## config.mk

```make
export PLATFORM = sky130hd
export DESIGN_NAME = level_sequencer
export DESIGN_NICKNAME = d
export VERILOG_FILES = /design/src/rtl/level_sequencer.sv
export SDC_FILE = /design/constraint.sdc
export NUM_CORES = 1
export LEC_CHECK = 0
export ABC_AREA = 0
export BUFFER_PORTS_ARGS = -buffer_cell sky130_fd_sc_hd__buf_2
export CORE_MARGIN = 2
export CORE_UTILIZATION = 30
export DETAILED_ROUTE_END_ITERATION = 8
export PLACE_DENSITY = 0.47
export SLEW_MARGIN = 20
export SYNTH_ARGS = -nofsm -noshare
export SYNTH_HDL_FRONTEND = slang
export SYNTH_SLANG_ARGS = --single-unit
```

## constraint.sdc

```tcl
create_clock -name clk -period 3.45 [get_ports clk]
set_input_delay 0.69 -clock clk [delete_from_list [all_inputs] [get_ports clk]]
set_output_delay 0.69 -clock clk [all_outputs]
set_load 0.005 [all_outputs]
```

## src/rtl/level_sequencer.sv

```systemverilog
// level_sequencer: game-flow controller sitting downstream of the level blocks.
// Picks the active level, holds it in reset during pauses, times the death and
// level-clear pauses in frame ticks, and counts attempts on the current level.
// Optional build macro: LVSEQ_PRACTICE_EN adds a 'practice' input that makes
// deaths free (no attempt increment) and shortens the death pause to one tick.
module level_sequencer #(
  parameter int NUM_LV  = 4,
  parameter int LW      = 2,
  parameter int HOLD_FR = 60,
  parameter int AW      = 8
) (
  input  logic          clk,
  input  logic          rst,
  input  logic          imgReturn,
  input  logic          start,
  input  logic          LVcp,
  input  logic          hit,
`ifdef LVSEQ_PRACTICE_EN
  input  logic          practice,
`endif
  output logic [LW-1:0] lvSel,
  output logic          lvHold,
  output logic          dead,
  output logic          won,
  output logic [AW-1:0] attempts
);

  typedef enum logic [2:0] {
    IDLE,
    PLAY,
    DEAD,
    CLEAR,
    WIN
  } state_t;

  localparam logic [7:0]    LAST_FR = 8'(HOLD_FR - 1);
  localparam logic [LW-1:0] LAST_LV = LW'(NUM_LV - 1);
  localparam logic [AW-1:0] ONE_ATT = AW'(1);

  state_t        state;
  state_t        state_nx;
  logic [7:0]    frame_cnt;
  logic [7:0]    frame_cnt_nx;
  logic [LW-1:0] lv_nx;
  logic [AW-1:0] att_nx;
  logic [AW-1:0] att_inc;
  logic          practice_death;
  logic          practice_death_nx;
  logic          practice_on;

`ifdef LVSEQ_PRACTICE_EN
  assign practice_on = practice;
`else
  assign practice_on = 1'b0;
`endif

  // Next-state, pause timing and level/attempt bookkeeping
  always_comb begin
    state_nx          = state;
    frame_cnt_nx      = frame_cnt;
    lv_nx             = lvSel;
    att_nx            = attempts;
    practice_death_nx = practice_death;
    att_inc           = (attempts == '1) ? attempts : attempts + ONE_ATT;
    case (state)
      IDLE: begin
        if (start) begin
          state_nx = PLAY;
          lv_nx    = '0;
          att_nx   = ONE_ATT;
        end
      end
      PLAY: begin
        if (hit) begin
          state_nx          = DEAD;
          frame_cnt_nx      = '0;
          practice_death_nx = practice_on;
        end else if (LVcp) begin
          state_nx     = CLEAR;
          frame_cnt_nx = '0;
        end
      end
      DEAD: begin
        if (start || (imgReturn && (practice_death || frame_cnt == LAST_FR))) begin
          state_nx     = PLAY;
          frame_cnt_nx = '0;
          if (!practice_death) begin
            att_nx = att_inc;
          end
        end else if (imgReturn) begin
          frame_cnt_nx = frame_cnt + 8'd1;
        end
      end
      CLEAR: begin
        if (imgReturn) begin
          if (frame_cnt == LAST_FR) begin
            frame_cnt_nx = '0;
            if (lvSel == LAST_LV) begin
              state_nx = WIN;
            end else begin
              state_nx = PLAY;
              lv_nx    = lvSel + LW'(1);
              att_nx   = ONE_ATT;
            end
          end else begin
            frame_cnt_nx = frame_cnt + 8'd1;
          end
        end
      end
      WIN: begin
        if (start) begin
          state_nx = IDLE;
          lv_nx    = '0;
          att_nx   = ONE_ATT;
        end
      end
      default: begin
        state_nx = IDLE;
      end
    endcase
  end

  // State and registered outputs; lvHold is high in every state except PLAY
  always_ff @(posedge clk) begin
    if (rst) begin
      state          <= IDLE;
      frame_cnt      <= '0;
      lvSel          <= '0;
      attempts       <= ONE_ATT;
      practice_death <= 1'b0;
      lvHold         <= 1'b1;
      dead           <= 1'b0;
      won            <= 1'b0;
    end else begin
      state          <= state_nx;
      frame_cnt      <= frame_cnt_nx;
      lvSel          <= lv_nx;
      attempts       <= att_nx;
      practice_death <= practice_death_nx;
      lvHold         <= (state_nx != PLAY);
      dead           <= (state_nx == DEAD);
      won            <= (state_nx == WIN);
    end
  end

endmodule

```

=== Word-level counts from Yosys, hierarchy flattened ===
Cells that the tools add are included.

* Flip-flop bits (word level): 24
* Output and inout port bits: 13
* Logic and storage cells: 66

* Add/sub/neg operators: 3
* Equality and inequality tests: 18
* Multiplexer cells: 28
* Reductions and logical operators: 10

{| class="wikitable"
|+ Operators with widths
! kind !! number
|-
| $mux 8 || 12
|-
| $pmux 8 s3 || 2
|-
| $mux 3 || 8
|-
| $add 8x1->8 const B || 2
|-
| $pmux 3 s5 || 1
|-
| $ne 2x2->1 const B || 5
|-
| $eq 3x2->1 const B || 3
|-
| $eq 8x6->1 const B || 1
|-
| $eq 8x8->1 const B || 1
|-
| $mux 2 || 4
|-
| $reduce_and 7->1 || 1
|-
| $eq 3x3->1 const B || 2
|-
| $ne 3x3->1 const B || 2
|-
| $reduce_bool 3->1 || 2
|-
| $reduce_and 5->1 || 1
|-
| $pmux 2 s2 || 1
|-
| $reduce_and 4->1 || 1
|-
| $eq 3x1->1 const B || 1
|-
| $logic_not 3->1 || 1
|-
| $ne 3x1->1 const B || 1
|-
| $add 2x1->2 const B || 1
|-
| $eq 2x2->1 const B || 1
|-
| $ne 2x1->1 const B || 1
|-
| $reduce_bool 2->1 || 1
|-
| 3 further kinds || 3
|}

=== Longest topological paths before layout ===
* Word-level depth: 6
* Gate-level depth with buffers: 6
* Gate-level depth less buffers: 6

=== Least setup slack after synthesis ===
No wires, ideal clock.

* Path type: reg2reg
* Start point: register frame_cnt[0]
* End point: register attempts[7]
* Setup time: 122 ps
* Arrival: 2,056 ps
* Path slack: 1,272 ps
* Stages on the path, launching flop included: 7
* Path through: dfxtp_1 ha_1 nand4bb_1 or3_1 a221o_1 o21a_2 a221o_1

* Word-level cells in the longest chain between the ends: 5
* Elaborated cells between the ends (all ways): 6

{| class="wikitable"
|+ Ends and longest elaborated chain
! item !! RTL line !! source
|-
| start, declared || 42 || <nowiki>logic [7:0] frame_cnt;</nowiki>
|-
| start signal, assigned || 136 || <nowiki>frame_cnt <= frame_cnt_nx;</nowiki>
|-
| $eq 8x6->1 (*) || 84, 96 ||
|-
| $logic_and 1x1->1 || 84 || <nowiki>if (start || (imgReturn && (practice_death || frame_cnt == LAST_FR))) begin</nowiki>
|-
| $logic_or 1x1->1 || 84 ||
|-
| $ne 2x2->1 (no source line) || n/a ||
|-
| $reduce_and 7->1 (no source line) (*) || n/a ||
|-
| end signal, assigned || 138 || <nowiki>attempts <= att_nx;</nowiki>
|-
| end, declared || 25 || <nowiki>output logic [AW-1:0] attempts</nowiki>
|}

Mark *: on every way between the ends. The rest lies on a longest branch, timed or not.
A chain may end at the register's enable or synchronous reset.

=== Worst setup path after layout ===
* Start point: register frame_cnt[0]
* End point: register attempts[4]

Same word-level chain as after synthesis.

==> summary.txt <==
Placed Instance Area -> 0.00142 mm^2
Pins Over Slew Limit -> 0
CTS Sinks -> 24
EDFF count, synth -> 0
Setup Skew -> 0.00402 ns
# nets final -> 182
Via density -> 5.17
Post-CTS Setup Bufs -> 0
largest area contributor in the netlist -> dfxtp_1
remaining antenna violation count after routing -> 0
CTS HTree Levels -> 1
critical path arrival -> 2.59 ns
cts hold-fix bufs -> 0
Setup-failing EPs final -> 0
post-synthesis sequential element count -> 24
Final Hold Vio Count -> 0
status -> finished clean
Die Wd -> 69.4 um
share of cells above drive strength 1 -> 0.175
commonest non-fill, non-tap cell in the layout -> dfxtp_1
Cell Area, Synth -> 0.00128 mm^2
Fill cells -> 426
Synth area leaders -> dfxtp_1 37%, nor2_1 6.1%, a221o_1 4.7%, nand2_1 4.7%, xnor2_1 4.1%
Clock transition at path regs -> 0.08 ns
commonest cells after routing, fill and taps aside -> 24 x dfxtp_1, 21 x nor2_1, 18 x buf_2
core area -> 0.00406 mm^2
initial antenna violation count -> 0
Tightest Pin Transition -> 0.672 ns
crit path max fanout -> 7
grt ovf -> 0
routed via count -> 1142
reg2reg start -> frame_cnt[0]
root buffer cell -> clkbuf_8
cts bufs inserted -> 3
Max Cap Viol -> 0
post-detail-place hpwl -> 2.17 mm
die area -> 0.00481 mm^2
final RePlAce weighted congestion -> 0.809
Final Instance Count excl. Fillers -> 221
Setup WS pre-CTS -> 0.966 ns
Main synth FF type -> dfxtp_1
TNS Setup -> 0 ns
post-route cell area -> 0.00146 mm^2
I/O Buffers -> 18
Async S/R FF share, synth -> 0
DR iter-0 viols -> 64
Worst Hold Class -> reg2reg
DRT Wirelength -> 2.98 mm
Die Ht -> 69.4 um
IO Count -> 19
Synth-to-Final Area Change -> 13.9%
min cycle time layout -> 2.43 ns
Hold Startpoint -> frame_cnt[1]
Pwr Density -> 379 mW/mm^2
Final period util -> 0.705
Lkg Pwr -> 0.569 nW
Critical Path Start -> frame_cnt[0]
post-synth net total -> 162
synthesized area per cell -> 8.38 um^2
Ant. Diodes -> 0
first-pass GRT wire length -> 4.98 mm
first-pass iteration count of the detailed router -> 4
CTS tree -> built
clk_lat worst skew -> 0.27 ns
Synth top area share -> 0.375
Worst Setup Path Type -> reg2reg
final setup margin -> 1.02 ns
vias in the first global route -> 1069
post-cts sizing count -> 0
Starting Density -> 0.316
max_slew headroom -> 0.545
Data required, critical path -> 3.60 ns
clk buf depth -> 2
critical path startpoint category -> flip-flop
placed cells -> 218
RSZ-0062 raised after global routing -> no
GRT Total Usage -> 0.126
# DRC -> 0
Netlist cell types -> 43
kind of end point of the critical path -> flip-flop
FP Rows -> 23
Max Fclk -> 411 MHz
Cells after Synth -> 153
DR WL/cell -> 13.5 um
VDD IR-drop max -> 111 uV
sequential share of the synthesized area -> 0.375
largest net degree at the start of global routing -> 16
Syn. warnings -> 0
[routing by layer]
layer,vias up,track usage,wire length [um]
li1,586,-,-
met1,539,0.162,1470
met2,13,0.206,1400
met3,4,0.0233,65
met4,0,0.0523,41
met5,-,0,0
[cell usage after synthesis, types with 2 or more instances]
cell	number
mux2i_1	3
nor3b_1	3
and3_1	3
inv_1	8
dfxtp_1	24
a21oi_1	3
nand4_1	2
ha_1	3
xnor2_1	6
or2_2	4
nand3_1	8
o211ai_1	2
o21ai_0	2
nor4_1	2
nand2b_1	4
a221o_1	6
nor2b_1	3
nand2_1	16
nor3_1	5
o31ai_1	2
or3_1	2
nor2_1	21
[worst paths after layout]
path / cells after the start / to / slack (ns)
worst max-delay path: 6 / attempts[4] / 1.02
worst max register to register: 6 / attempts[4] / 1.02
worst min-delay path: 2 / frame_cnt[1] / 0.52
worst min register to register: 2 / frame_cnt[1] / 0.52
[sequential cells by signal, summed over array words and instances (netlist names)]
signal / flops
attempts: 8
dead: 1
won: 1
frame_cnt: 8
lvSel: 2
lvHold: 1
state: 3
[cells by family (layout without fill, tap and decap cells)]
| family | count (synthesis) | after routing | synth area share |
|---|---|---|---|
| muxes | 4 | 4 | 0.0322 |
| xor gates and xnor gates | 6 | 6 | 0.0410 |
| adders and majority gates | 3 | 3 | 0.0293 |
| buffers and inverters | 11 | 29 | 0.0361 |
| DFF | 24 | 24 | 0.375 |
| AOI/OAI and AO/OA | 25 | 25 | 0.162 |
| and+or+nand+nor | 80 | 80 | 0.325 |
[critical path, cell delays in order (launching register included)]
cell and delay [ns]:
dfxtp_1 0.43, ha_1 0.23, nand4bb_1 0.16, or3_1 0.42
a221o_1 0.42, o21a_2 0.30, a221o_1 0.36
[stage by stage]
stage               total power, mW  utilization  hold slack (ns)
floorplan                     0.368            -            0.474
global route                  0.588        0.360            0.545
CTS                           0.565        0.360            0.520
detailed placement            0.396        0.350            0.506
global placement              0.395        0.350            0.501
finish                        0.554        0.360            0.515
[power by group]
part | total [mW] | leakage, nW | internal [mW] | switching [mW]
logic | 0.0865 | 0.353 | 0.0340 | 0.0525
clock network | 0.165 | 0.0216 | 0.0781 | 0.0873
registers | 0.302 | 0.194 | 0.287 | 0.0155
[layout make-up]
cell class,count,area (um^2),share of cell area
Clock buffer,3,41.3,0.0283
Inverter,8,30.0,0.0206
Multi-Input combinational cell,118,756,0.518
Sequential cell,24,480,0.329
Tap cell,50,62.6,0.0428
Timing Repair Buffer,18,90.1,0.0617
Power figures use the tool's default switching activity.
